`src/rtl/tlp_type_tracker_pkg.sv`:
```
// Shared definitions for the TLP type tracker: class table, Fmt/Type bytes,
// counter slots and FSM state encoding.
package tlp_pkg;

   localparam int unsigned NUM_CLASS   = 10;
   localparam int unsigned CNT_UNKNOWN = NUM_CLASS;
   localparam int unsigned CNT_PERR    = NUM_CLASS + 1;
   localparam int unsigned NUM_CNT     = NUM_CLASS + 2;

   localparam int unsigned CLS_MRD    = 0;
   localparam int unsigned CLS_MRDLK  = 1;
   localparam int unsigned CLS_IORD   = 2;
   localparam int unsigned CLS_IOWR   = 3;
   localparam int unsigned CLS_CFGRD0 = 4;
   localparam int unsigned CLS_CFGWR0 = 5;
   localparam int unsigned CLS_CFGRD1 = 6;
   localparam int unsigned CLS_CFGWR1 = 7;
   localparam int unsigned CLS_CPL    = 8;
   localparam int unsigned CLS_CPLD   = 9;

   localparam logic [7:0] FT_MRD    = 8'h00;
   localparam logic [7:0] FT_MRDLK  = 8'h01;
   localparam logic [7:0] FT_IORD   = 8'h02;
   localparam logic [7:0] FT_IOWR   = 8'h42;
   localparam logic [7:0] FT_CFGRD0 = 8'h04;
   localparam logic [7:0] FT_CFGWR0 = 8'h44;
   localparam logic [7:0] FT_CFGRD1 = 8'h05;
   localparam logic [7:0] FT_CFGWR1 = 8'h45;
   localparam logic [7:0] FT_CPL    = 8'h0A;
   localparam logic [7:0] FT_CPLD   = 8'h4A;

   typedef enum logic [0:0] {
      ST_IDLE = 1'b0,
      ST_BODY = 1'b1
   } state_t;

endpackage

```
`src/rtl/tlp_type_tracker_if.sv`:
```
// Byte-stream input and decoded-result handshake of the TLP type tracker.
interface tlp_type_tracker_if #(
   parameter int unsigned NUM_CLASS = tlp_pkg::NUM_CLASS
);
   logic [7:0]           in_data;
   logic                 in_valid;
   logic                 in_sop;
   logic                 in_eop;
   logic                 in_ready;
   logic [NUM_CLASS-1:0] cls_onehot;
   logic                 cls_unknown;
   logic                 cls_valid;
   logic                 cls_ready;

   modport master (
      output in_data, in_valid, in_sop, in_eop, cls_ready,
      input  in_ready, cls_onehot, cls_unknown, cls_valid
   );

   modport slave (
      input  in_data, in_valid, in_sop, in_eop, cls_ready,
      output in_ready, cls_onehot, cls_unknown, cls_valid
   );
endinterface

```
`src/rtl/tlp_type_tracker_decode.sv`:
```
// Combinational Fmt/Type header decode into a one-hot class plus unknown flag.
module tlp_type_decode
   import tlp_pkg::*;
(
   input  logic [7:0]           i_hdr,
   output logic [NUM_CLASS-1:0] o_onehot,
   output logic                 o_unknown
);

   always_comb begin
      o_onehot  = '0;
      o_unknown = 1'b0;
      case (i_hdr)
         FT_MRD:    o_onehot[CLS_MRD]    = 1'b1;
         FT_MRDLK:  o_onehot[CLS_MRDLK]  = 1'b1;
         FT_IORD:   o_onehot[CLS_IORD]   = 1'b1;
         FT_IOWR:   o_onehot[CLS_IOWR]   = 1'b1;
         FT_CFGRD0: o_onehot[CLS_CFGRD0] = 1'b1;
         FT_CFGWR0: o_onehot[CLS_CFGWR0] = 1'b1;
         FT_CFGRD1: o_onehot[CLS_CFGRD1] = 1'b1;
         FT_CFGWR1: o_onehot[CLS_CFGWR1] = 1'b1;
         FT_CPL:    o_onehot[CLS_CPL]    = 1'b1;
         FT_CPLD:   o_onehot[CLS_CPLD]   = 1'b1;
         default:   o_unknown            = 1'b1;
      endcase
   end

endmodule

```
`src/rtl/tlp_type_tracker.sv`:
```
// TLP type tracker: frames the byte stream, decodes each header into a
// single-entry result register and keeps saturating per-class counters.
module tlp_type_tracker
   import tlp_pkg::*;
#(
   parameter int unsigned CNT_W     = 16,
   parameter int unsigned NUM_CLASS = tlp_pkg::NUM_CLASS
) (
   input  logic                 clk,
   input  logic                 rst,
   tlp_type_tracker_if.slave    bus,
   input  logic [3:0]           rd_sel,
   output logic [CNT_W-1:0]     rd_cnt,
   input  logic                 clr_cnt,
   output logic                 proto_err
);

   localparam int unsigned   N_CNT   = NUM_CLASS + 2;
   localparam logic [CNT_W-1:0] CNT_ONE = {{(CNT_W-1){1'b0}}, 1'b1};

   state_t               r_state;
   state_t               w_nstate;
   logic                 r_cls_valid;
   logic [NUM_CLASS-1:0] r_onehot;
   logic                 r_unknown;
   logic                 r_proto_err;
   logic [CNT_W-1:0]     r_cnt [N_CNT];

   logic [NUM_CLASS-1:0] w_onehot;
   logic                 w_unknown;
   logic                 w_ready;
   logic                 w_accept;
   logic                 w_hdr;
   logic                 w_err;
   logic [N_CNT-1:0]     w_inc;

   tlp_type_decode u_decode (
      .i_hdr     (bus.in_data),
      .o_onehot  (w_onehot),
      .o_unknown (w_unknown)
   );

   always_comb begin
      w_ready  = !r_cls_valid || bus.cls_ready;
      w_accept = bus.in_valid && w_ready;
      w_hdr    = w_accept && bus.in_sop;
      // Framing error: sop inside a packet, or a non-sop beat outside one.
      w_err    = w_accept && (bus.in_sop == (r_state == ST_BODY));

      w_nstate = r_state;
      if (w_hdr)
         w_nstate = bus.in_eop ? ST_IDLE : ST_BODY;
      else if (w_accept && bus.in_eop)
         w_nstate = ST_IDLE;

      w_inc = '0;
      if (w_hdr) begin
         w_inc[NUM_CLASS-1:0] = w_onehot;
         w_inc[CNT_UNKNOWN]   = w_unknown;
      end
      w_inc[CNT_PERR] = w_err;
   end

   always_ff @(posedge clk or posedge rst) begin
      if (rst) begin
         r_state     <= ST_IDLE;
         r_cls_valid <= 1'b0;
         r_onehot    <= '0;
         r_unknown   <= 1'b0;
         r_proto_err <= 1'b0;
      end else begin
         r_state     <= w_nstate;
         r_proto_err <= w_err;
         if (w_hdr) begin
            r_cls_valid <= 1'b1;
            r_onehot    <= w_onehot;
            r_unknown   <= w_unknown;
         end else if (bus.cls_ready) begin
            r_cls_valid <= 1'b0;
         end
      end
   end

   always_ff @(posedge clk or posedge rst) begin
      if (rst) begin
         for (int unsigned k = 0; k < N_CNT; k++)
            r_cnt[k] <= '0;
      end else begin
         for (int unsigned k = 0; k < N_CNT; k++) begin
            if (clr_cnt)
               r_cnt[k] <= '0;
            else if (w_inc[k] && (r_cnt[k] != '1))
               r_cnt[k] <= r_cnt[k] + CNT_ONE;
         end
      end
   end

   always_comb begin
      rd_cnt = '0;
      for (int unsigned k = 0; k < N_CNT; k++)
         if (rd_sel == 4'(k))
            rd_cnt = r_cnt[k];
   end

   assign bus.in_ready    = w_ready;
   assign bus.cls_valid   = r_cls_valid;
   assign bus.cls_onehot  = r_onehot;
   assign bus.cls_unknown = r_unknown;
   assign proto_err       = r_proto_err;

endmodule

```
`src/flat_wrapper.sv`:
```
// flat-port wrapper written by rule: the top's interface ports become plain ports
module tlp_type_tracker_flat import tlp_pkg::*;
#(
   parameter int unsigned CNT_W     = 16,
   parameter int unsigned NUM_CLASS = tlp_pkg::NUM_CLASS
)
  (clk, rst, rd_sel, rd_cnt, clr_cnt, proto_err, bus_in_data, bus_in_valid, bus_in_sop, bus_in_eop, bus_cls_ready, bus_in_ready, bus_cls_onehot, bus_cls_unknown, bus_cls_valid);
  tlp_type_tracker_if #(.NUM_CLASS(NUM_CLASS)) bus_i ();
  input  logic clk;
  input  logic rst;
  input  logic [3:0] rd_sel;
  output logic [CNT_W-1:0] rd_cnt;
  input  logic clr_cnt;
  output logic proto_err;
  input wire logic [$bits(bus_i.in_data)-1:0] bus_in_data;
  input wire logic [$bits(bus_i.in_valid)-1:0] bus_in_valid;
  input wire logic [$bits(bus_i.in_sop)-1:0] bus_in_sop;
  input wire logic [$bits(bus_i.in_eop)-1:0] bus_in_eop;
  input wire logic [$bits(bus_i.cls_ready)-1:0] bus_cls_ready;
  output wire logic [$bits(bus_i.in_ready)-1:0] bus_in_ready;
  output wire logic [$bits(bus_i.cls_onehot)-1:0] bus_cls_onehot;
  output wire logic [$bits(bus_i.cls_unknown)-1:0] bus_cls_unknown;
  output wire logic [$bits(bus_i.cls_valid)-1:0] bus_cls_valid;
  assign bus_i.in_data = bus_in_data;
  assign bus_i.in_valid = bus_in_valid;
  assign bus_i.in_sop = bus_in_sop;
  assign bus_i.in_eop = bus_in_eop;
  assign bus_i.cls_ready = bus_cls_ready;
  assign bus_in_ready = bus_i.in_ready;
  assign bus_cls_onehot = bus_i.cls_onehot;
  assign bus_cls_unknown = bus_i.cls_unknown;
  assign bus_cls_valid = bus_i.cls_valid;
  tlp_type_tracker #(.CNT_W(CNT_W), .NUM_CLASS(NUM_CLASS)) u_core (.clk(clk), .rst(rst), .bus(bus_i), .rd_sel(rd_sel), .rd_cnt(rd_cnt), .clr_cnt(clr_cnt), .proto_err(proto_err));
endmodule
```
`config.mk`:
```
export PLATFORM = sky130hd
export DESIGN_NAME = tlp_type_tracker_flat
export DESIGN_NICKNAME = d
export VERILOG_FILES = /design/src/rtl/tlp_type_tracker_pkg.sv /design/src/rtl/tlp_type_tracker_if.sv /design/src/rtl/tlp_type_tracker_decode.sv /design/src/rtl/tlp_type_tracker.sv /design/src/flat_wrapper.sv
export SDC_FILE = /design/constraint.sdc
export NUM_CORES = 1
export LEC_CHECK = 0
export ABC_CLOCK_PERIOD_IN_PS = 9200
export CAP_MARGIN = 30
export CORE_ASPECT_RATIO = 1.4
export CORE_UTILIZATION = 55
export DETAILED_ROUTE_END_ITERATION = 12
export GPL_TIMING_DRIVEN = 1
export HOLD_SLACK_MARGIN = 0.06
export PLACE_DENSITY = 0.73
export SYNTH_ARGS = -nofsm -noshare
export SYNTH_HDL_FRONTEND = slang
export SYNTH_SLANG_ARGS = --single-unit
```
`constraint.sdc`:
```
create_clock -name clk -period 9.2 [get_ports clk]
set_clock_uncertainty 0.15 [all_clocks]
set_input_delay 0.92 -clock clk [delete_from_list [all_inputs] [get_ports clk]]
set_output_delay 0.92 -clock clk [all_outputs]
set_load 0.01 [all_outputs]
```
==> results of run 1 <==
==> path summary, 6_finish.rpt <==
kind                                     startpoint                        to  cells past startpoint
setup / recovery                          rd_sel[3]                 rd_cnt[4]                      7
hold / removal             u_core.bus.cls_onehot[5]  u_core.bus.cls_onehot[5]                      2
setup reg to reg               u_core.bus.cls_valid          u_core.r_cnt[56]                      7
hold reg to reg            u_core.bus.cls_onehot[5]  u_core.bus.cls_onehot[5]                      2
max in group asynchronous                       rst           u_core.r_cnt[4]                      4
min in group asynchronous                       rst         u_core.r_cnt[181]                      2
==> report_power, final <==
part           total, mW  leakage, nW  switching (mW)  internal [mW]
Combinational      0.153         2.08           0.104         0.0485
Clock              0.923        0.366           0.376          0.547
Sequential         0.914         2.87         0.00391          0.910
Total               1.99         5.31           0.484           1.51
==> sequential cells by signal, summed over array words and instances, names as in the netlist <==
signal / cells
u_core.r_cnt: 192
u_core.bus.cls_onehot: 10
u_core.bus.cls_unknown: 1
u_core.bus.cls_valid: 1
u_core.proto_err: 1
u_core.r_state: 1
==> area by class of cell <==
| type | count | area share |
|---|---|---|
| Clock buffer | 38 | 0.0492 |
| Sequential cell | 206 | 0.362 |
| Tap cell | 301 | 0.0264 |
| Clock inverter | 4 | 0.00360 |
| Timing Repair Buffer | 64 | 0.0448 |
| Inverter | 30 | 0.00842 |
| Multi-Input combinational cell | 1152 | 0.506 |
==> worst max-delay path, cell delays in order <==
cell and delay [ns]:
clkdlybuf4s50_1 0.80, nor2b_1 0.48, nand3_1 0.41, nand2_1 0.37, a221oi_1 0.13, a211oi_1 0.37, clkdlybuf4s50_1 0.62
==> through the flow <==
stage / total power, mW / util / cells
floorplan: 1.02 / - / 1474
global route: 2.05 / 0.628 / 1795
finish: 1.99 / 0.628 / 1795
CTS: 2.01 / 0.628 / 1795
global placement: 1.08 / 0.591 / 1747
detailed placement: 1.08 / 0.595 / 1753
==> cells in the mapped netlist (6+ instances only) <==
master    number  area share
a211oi_1      11      0.0064
a21oi_1      139       0.054
a221oi_1       8      0.0055
a22oi_1        6      0.0035
and2_1         7      0.0034
and3_1        21       0.010
and4_1        10      0.0068
buf_1          9      0.0026
buf_2          9      0.0035
clkbuf_1      66       0.019
dfrtp_1      206        0.40
ha_1          12       0.012
inv_1         29      0.0085
mux2_2        38       0.033
mux2i_1       32       0.025
nand2_1      108       0.032
nand2b_1      10      0.0049
nand3_1       73       0.028
nand4_1       61       0.030
nor2_1       107       0.031
nor2b_1       24       0.012
nor3_1        31       0.012
nor4_1        24       0.012
o21a_1         9      0.0053
o21ai_0      105       0.041
o221ai_1       7      0.0048
o22ai_1       27       0.013
o31ai_1       33       0.019
o41ai_1        7      0.0048
or2_2          7      0.0034
or3_1         81       0.040
or4_1         42       0.025
xnor2_1       21       0.014
xor2_1        12      0.0082
==> cells by family (layout without fill, tap and decap cells) <==
family,count (synthesis),after routing
fa+ha+maj,12,12
simple gates,634,634
flops,206,206
mux,74,74
compound gates,399,399
xor+xnor,33,33
buf+inv,116,136
==> metal layers <==
metal  GRT usage  vias up
met1       0.427     5960
met2       0.581      395
met3      0.0390      100
met5           0        -
met4       0.149        0
li1            -     5605
==> impl_metrics.py, run 1 <==
metrics = {
    "detailed_routing": {
        "wl_per_cell_um": 21.9,
        "wl_um": 39200,
        "drt_iter0_drc": 1198,
        "drc": 0,
        "wl_met1_um": 15800,
        "vias": 12100,
        "dr.pass1.iters": 6,
        "viasPerCell": 6.72,
        "wl_met3_um": 1920,
        "ant_nets": 0,
        "wl_met2_um": 19700,
        "top_layer": "met4",
    },
    "clock_network": {
        "cts-root-buf": "clkbuf_16",
        "clk_latency_ns": 0.52,
        "htreeDepth": 1,
        "cts.path.max_buffers": 3,
        "clk_pin_slew_ns": 0.06,
        "cts_tree": "yes",
        "postCtsSetupBuffers": 0,
        "cts_sinks": 206,
        "cts_buffers": 23,
        "cts_resized": 0,
        "cts-hold-fix-buffers": 0,
    },
    "power_and_ir_drop": {
        "p_leak_nw": 5.31,
        "p_per_area_nw_per_um2": 140,
        "ir_drop_mv": 0.143,
    },
    "place": {
        "port_buffers": 48,
        "hpwlAfterDp_um": 28200,
        "placed_cell_area_sq_um": 13500,
        "gp_congestion": 0.945,
        "place_ws_ns": 4.21,
    },
    "sta": {
        "finalCriticalPeriod_ns": 5.17,
        "worst_slack_ns": 4.03,
        "setup_violations": 0,
        "fmax_mhz": 193,
        "slew_headroom": 0.326,
        "fin_setup_tns_ns": 0,
        "post-route-period-util": 0.562,
        "hold_viol_final": 0,
        "rsz0062_at_grt": "false",
        "worstMarginPinSlew_ns": 1.00,
        "hold_ws_ns": 0.313,
        "drv_slew": 0,
    },
    "die": {
        "dieArea_sq_um": 23900,
        "initial_core_util": 0.565,
        "die_w_um": 131,
        "die_h_um": 183,
        "coreArea_sq_um": 22700,
        "rows": 65,
        "io_pins": 49,
    },
    "finish": {
        "drive_above_1_share": 0.0797,
        "diodes": 0,
        "design_area_sq_um": 14300,
        "seqCellArea_sq_um": 5150,
        "multi_input_area_sq_um": 7210,
        "layout.nets": 1508,
        "fill_cells": 1936,
        "final_common_cell": "dfrtp_1",
        "area_growth_pct": 11.2,
        "final_cell_mix": "206 x dfrtp_1, 139 x a21oi_1, 108 x nand2_1, 107 x nor2_1, 105 x o21ai_0",
    },
    "critical_path": {
        "end_kind": "output pin",
        "crit_path_max_fanout": 22,
        "cp-start-kind": "input port",
        "arrival_ns": 4.10,
        "critical_path_class": "input port to output pin",
        "required_ns": 8.13,
        "rrSetupSlack_ns": 6.20,
    },
    "yosys": {
        "yosysSeqAreaShare": 0.402,
        "synth-edff-count": 0,
        "synth_area_sq_um": 12800,
        "synth_cells": 1474,
        "yosysWarnings": 0,
        "synthAdderAreaFrac": 0.0117,
        "synth-simple-area-share": 0.272,
        "syn_nets": 1505,
        "synth_compound_area_frac": 0.191,
        "synth.distinct_cells": 77,
        "synth_top_family_by_area": "simple AND/OR/NAND/NOR gates",
        "synth-xor-area-share": 0.0225,
        "avgSynthCellArea_sq_um": 8.70,
        "async_flop_share": 1.00,
        "yosys_most_used_dff": "dfrtp_1",
        "synth_seq_cells": 206,
        "synthMuxAreaShare": 0.0654,
    },
    "grt": {
        "grt_max_degree": 126,
        "grt_pass1_vias": 11600,
        "antenna_found_initial": 0,
        "grt_pass1_wl_um": 62800,
        "grt_overflow_total": 0,
        "grt_usage": 0.340,
    },
    "job": {
        "cap_violations": 0,
    },
    "run_status": {
        "outcome": "finished clean",
    },
    "min_path": {
        "hold_class": "flop to flop",
    },
}
Note: power is estimated with default switching activity, not from simulation.
==> run 2: changes to the inputs <==
--- a/config.mk
+++ b/config.mk
@@ -5,14 +5,14 @@
 export SDC_FILE = /design/constraint.sdc
 export NUM_CORES = 1
 export LEC_CHECK = 0
-export ABC_CLOCK_PERIOD_IN_PS = 9200
+export ABC_CLOCK_PERIOD_IN_PS = 4300
 export CAP_MARGIN = 30
 export CORE_ASPECT_RATIO = 1.4
 export CORE_UTILIZATION = 55
 export DETAILED_ROUTE_END_ITERATION = 12
 export GPL_TIMING_DRIVEN = 1
 export HOLD_SLACK_MARGIN = 0.06
-export PLACE_DENSITY = 0.73
+export PLACE_DENSITY = 0.76
 export SYNTH_ARGS = -nofsm -noshare
 export SYNTH_HDL_FRONTEND = slang
 export SYNTH_SLANG_ARGS = --single-unit
==> constraint.sdc (replaced) <==
create_clock -name clk -period 4.3 [get_ports clk]
set_clock_uncertainty 0.15 [all_clocks]
set_input_delay 0.43 -clock clk [delete_from_list [all_inputs] [get_ports clk]]
set_output_delay 0.43 -clock clk [all_outputs]
set_load 0.01 [all_outputs]
==> run 2 against run 1 <==
Setup slack worse by 3.4 ns. First-iteration DRC count is 4.8% lower. Global-route usage is 0.28 points higher. Cell count is 0.45% higher. Critical path depth stayed put. Via count is 1.4% higher. Worst hold slack worse by 0.18 ns. Largest cell class unchanged. Largest power group is now registers.
==> impl_metrics.py, run 2 (same netlist as run 1, synthesis figures left out) <==
metrics = {
    "clock_network": {
        "cts_resized": 0,
        "cts_sinks": 206,
        "htreeDepth": 1,
        "clk_latency_ns": 0.53,
        "cts-root-buf": "clkbuf_16",
        "cts_tree": "yes",
        "cts.path.max_buffers": 3,
        "cts_buffers": 22,
        "postCtsSetupBuffers": 0,
        "cts-hold-fix-buffers": 0,
        "clk_pin_slew_ns": 0.06,
    },
    "sta": {
        "fmax_mhz": 270,
        "slew_headroom": 0.264,
        "drv_slew": 0,
        "finalCriticalPeriod_ns": 3.71,
        "hold_viol_final": 0,
        "worstMarginPinSlew_ns": 1.09,
        "setup_violations": 0,
        "post-route-period-util": 0.862,
        "rsz0062_at_grt": "false",
        "fin_setup_tns_ns": 0,
    },
    "run_status": {
        "outcome": "finished clean",
    },
    "grt": {
        "grt_overflow_total": 0,
        "grt_usage": 0.343,
        "grt_pass1_wl_um": 63100,
        "grt_max_degree": 144,
        "antenna_found_initial": 0,
        "grt_pass1_vias": 11600,
    },
    "finish": {
        "regMostFlops": "u_core.r_cnt",
        "fill_cells": 1952,
        "area_growth_pct": 11.1,
        "final_common_cell": "dfrtp_1",
        "largest_reg_flops": 192,
        "layout.nets": 1518,
        "drive_above_1_share": 0.0859,
        "design_area_sq_um": 14200,
        "diodes": 0,
        "final_cell_mix": "206 x dfrtp_1, 139 x a21oi_1, 108 x nand2_1, 107 x nor2_1, 105 x o21ai_0",
        "final_util": 0.628,
    },
    "detailed_routing": {
        "viasPerCell": 6.78,
        "ant_nets": 0,
        "vias": 12200,
        "dr.pass1.iters": 7,
        "drt_iter0_drc": 1141,
        "drc": 0,
        "wl_per_cell_um": 22.1,
        "wl_um": 39800,
    },
    "die": {
        "dieArea_sq_um": 23900,
        "coreArea_sq_um": 22700,
        "die_w_um": 131,
        "io_pins": 49,
        "initial_core_util": 0.565,
        "die_h_um": 183,
        "rows": 65,
    },
    "job": {
        "cap_violations": 0,
    },
    "power_and_ir_drop": {
        "power_mw": 4.13,
        "p_per_area_nw_per_um2": 290,
        "p_leak_nw": 5.32,
        "ir_drop_mv": 0.269,
    },
    "critical_path": {
        "end_kind": "output pin",
        "required_ns": 3.72,
        "arrival_ns": 3.13,
        "cp-start-kind": "input port",
        "critical_path_class": "input port to output pin",
        "crit_path_max_fanout": 26,
    },
    "min_path": {
        "hold_class": "input port to flop",
    },
    "place": {
        "placed_cell_area_sq_um": 13500,
        "hpwlAfterDp_um": 28700,
        "port_buffers": 48,
        "gp_congestion": 1.01,
    },
}
## run 2: cell type report
class / instances / area, sq um / area share
inverters: 30 / 116 / 0.00817
flip-flops and latches: 206 / 5150 / 0.362
well taps: 301 / 377 / 0.0264
clock buffers: 34 / 656 / 0.0460
clock inverters: 5 / 36.3 / 0.00255
multi-input cells: 1152 / 7210 / 0.507
repair buffers: 75 / 687 / 0.0482
## run 2: per-layer routing
metal	vias up	track usage	wire length, um
li1	5615	-	-
met1	5980	0.420	15200
met2	498	0.570	19800
met3	136	0.0431	2280
met4	0	0.206	2620
met5	-	0	0
## run 2: power breakdown
group	total, mW	internal, mW	switching [mW]
clock network	1.84	1.05	0.795
logic	0.329	0.105	0.224
registers	1.96	1.95	0.00878
## run 2: worst max-delay path: stages
cell             delay, ns
buf_2                 0.45
buf_4                 0.43
nand3_1               0.40
nand2_1               0.32
a221oi_1              0.11
a211oi_1              0.35
clkdlybuf4s50_1       0.62
## run 2: through the flow
step           worst slack, ns  hold slack (ns)  instances
3_3_place_gp             0.700            0.299       1763
3_5_place_dp             0.683            0.306       1764
5_1_grt                  0.464            0.151       1803
4_1_cts                  0.661            0.129       1803
2_1_floorplan             1.05            0.357       1474
6_report                 0.593            0.136       1803
## run 2: final timing paths
| kind | from | end | slack [ns] | depth (start not counted) |
|---|---|---|---|---|
| max | rd_sel[0] | rd_cnt[4] | 0.59 | 7 |
| min | clr_cnt | u_core.r_cnt[186] | 0.14 | 2 |
| max reg2reg | u_core.bus.cls_valid | u_core.r_cnt[76] | 1.36 | 6 |
| min reg2reg | u_core.bus.cls_onehot[5] | u_core.bus.cls_onehot[5] | 0.32 | 2 |
| max in group asynchronous | rst | u_core.r_cnt[69] | 3.03 | 3 |
| min in group asynchronous | rst | u_core.r_cnt[124] | 0.35 | 3 |
==> run 3: changes to the inputs <==
--- a/config.mk
+++ b/config.mk
@@ -8,6 +8,7 @@
 export ABC_CLOCK_PERIOD_IN_PS = 4300
 export CAP_MARGIN = 30
 export CORE_ASPECT_RATIO = 1.4
+export CORE_MARGIN = 2
 export CORE_UTILIZATION = 55
 export DETAILED_ROUTE_END_ITERATION = 12
 export GPL_TIMING_DRIVEN = 1
==> run 3 against run 2 <==
Critical path depth did not move. Non-clock buffer count fell by 1. Worst hold slack improved by 0.026 ns. Fmax rose by 3.9%. Combinational power barely moved. Routed wire length fell by 0.92%. First-iteration DRC count fell by 2.3%. Die area rose by 2.6%.
==> impl_metrics.py, run 3 (same netlist as run 1, synthesis figures left out) <==
metrics = {
    "run_status": {
        "outcome": "finished clean",
    },
    "finish": {
        "final_common_cell": "dfrtp_1",
        "post_layout_nonfiller_instances": 1810,
        "regMostFlops": "u_core.r_cnt",
        "diodes": 0,
        "area_growth_pct": 11.4,
        "layout.nets": 1518,
        "fill_cells": 1962,
        "drive_above_1_share": 0.0871,
        "largest_reg_flops": 192,
        "final_cell_mix": "206 x dfrtp_1, 139 x a21oi_1, 108 x nand2_1, 107 x nor2_1, 105 x o21ai_0",
    },
    "detailed_routing": {
        "dr.pass1.iters": 6,
        "viasPerCell": 6.72,
        "wl_um": 39500,
        "ant_nets": 0,
        "drt_iter0_drc": 1115,
        "vias": 12200,
        "drc": 0,
        "wl_per_cell_um": 21.8,
    },
    "power_and_ir_drop": {
        "p_per_area_nw_per_um2": 296,
        "p_leak_nw": 5.34,
        "ir_drop_mv": 0.326,
    },
    "critical_path": {
        "worstRegToRegCells": 6,
        "arrival_ns": 2.99,
        "required_ns": 3.72,
        "cp-start-kind": "input port",
        "rrSetupSlack_ns": 1.37,
        "worstReg2RegStart": "u_core.r_cnt[64]",
        "critical_path_class": "input port to output pin",
        "end_kind": "output pin",
        "r2r-end": "u_core.r_cnt[76]",
        "crit_path_max_fanout": 23,
    },
    "die": {
        "die_w_um": 133,
        "io_pins": 49,
        "rows": 66,
        "initial_core_util": 0.557,
        "coreArea_sq_um": 23000,
        "die_h_um": 185,
        "dieArea_sq_um": 24600,
    },
    "clock_network": {
        "clk_latency_ns": 0.53,
        "htreeDepth": 1,
        "cts_tree": "yes",
        "cts_resized": 0,
        "cts_buffers": 23,
        "cts-hold-fix-buffers": 0,
        "cts_sinks": 206,
        "clk_pin_slew_ns": 0.06,
        "cts.path.max_buffers": 3,
        "postCtsSetupBuffers": 0,
        "cts-root-buf": "clkbuf_16",
    },
    "sta": {
        "rsz0062_at_grt": "false",
        "fin_setup_tns_ns": 0,
        "slew_headroom": 0.299,
        "drv_slew": 0,
        "fmax_mhz": 280,
        "worstMarginPinSlew_ns": 1.05,
        "hold_viol_final": 0,
        "post-route-period-util": 0.829,
        "setup_violations": 0,
        "finalCriticalPeriod_ns": 3.57,
    },
    "job": {
        "cap_violations": 0,
    },
    "min_path": {
        "holdCritStartpoint": "clr_cnt",
        "hold_class": "input port to flop",
        "worstHoldEndpoint": "u_core.r_cnt[182]",
        "holdPathStages": 2,
    },
    "grt": {
        "antenna_found_initial": 0,
        "grt_usage": 0.323,
        "grt_overflow_total": 0,
        "grt_max_degree": 92,
        "grt_pass1_vias": 11600,
        "grt_pass1_wl_um": 63000,
    },
    "place": {
        "gp_congestion": 0.959,
        "hpwlAfterDp_um": 28500,
        "port_buffers": 48,
        "place_inst": 1768,
    },
}
## run 3: cell count changes in the layout (fill, tap and decap cells not counted)
cell and delta:
clkbuf_16 +1, buf_12 +1, inv_6 +2, buf_4 -2, clkinv_8 -1, clkinv_2 +2, bufinv_16 +1, clkbuf_8 -2
## run 3: per-layer routing
metal  share of wire  global-route usage
met5               0                   0
met4           0.047               0.147
met3           0.050              0.0347
met2            0.51               0.572
met1            0.39               0.398
## run 3: how the worst max path moves through the flow
stage | endpoint | slack [ns] | cells past startpoint | from
detailed placement | rd_cnt[7] | 0.78 | 7 | rd_sel[3]
floorplan | u_core.bus.cls_onehot[0] | 1.05 | 1 | rst
global route | rd_cnt[8] | 0.54 | 7 | rd_sel[2]
finish | rd_cnt[4] | 0.73 | 7 | rd_sel[2]
CTS | rd_cnt[7] | 0.78 | 7 | rd_sel[3]
global placement | rd_cnt[8] | 0.82 | 7 | rd_sel[3]
## run 3: through the flow
step / utilization / power (mW) / hold WS [ns] / instance area [sq um] / setup WS (ns)
after floorplan: - / 2.18 / 0.357 / 12800 / 1.05
after global placement: 0.589 / 2.31 / 0.306 / 13600 / 0.823
after detailed placement: 0.589 / 2.32 / 0.310 / 13600 / 0.784
after CTS: 0.620 / 4.25 / 0.160 / 14300 / 0.782
after global routing: 0.620 / 4.36 / 0.179 / 14300 / 0.538
final: 0.620 / 4.23 / 0.162 / 14300 / 0.733
## run 3: worst max-delay path: stages
cell and delay, ns:
clkdlybuf4s50_1 0.49, buf_4 0.27, nand2b_1 0.23, nor2_1 0.44, a221oi_1 0.23, a211oi_1 0.28
clkdlybuf4s50_1 0.60
## run 3: layout make-up
class | count | area, sq um | share of cell area
tap | 306 | 383 | 0.0268
clock buffer | 33 | 653 | 0.0457
multi-input combinational | 1152 | 7210 | 0.505
inverter | 30 | 116 | 0.00814
clock inverter | 9 | 77.6 | 0.00543
sequential | 206 | 5150 | 0.361
timing repair buffer | 74 | 692 | 0.0484
## run 3: power by group
group	total [mW]	switching, mW	internal (mW)
sequential	1.95	0.00808	1.95
clock	1.94	0.825	1.12
combinational	0.328	0.222	0.106
total	4.23	1.06	3.17
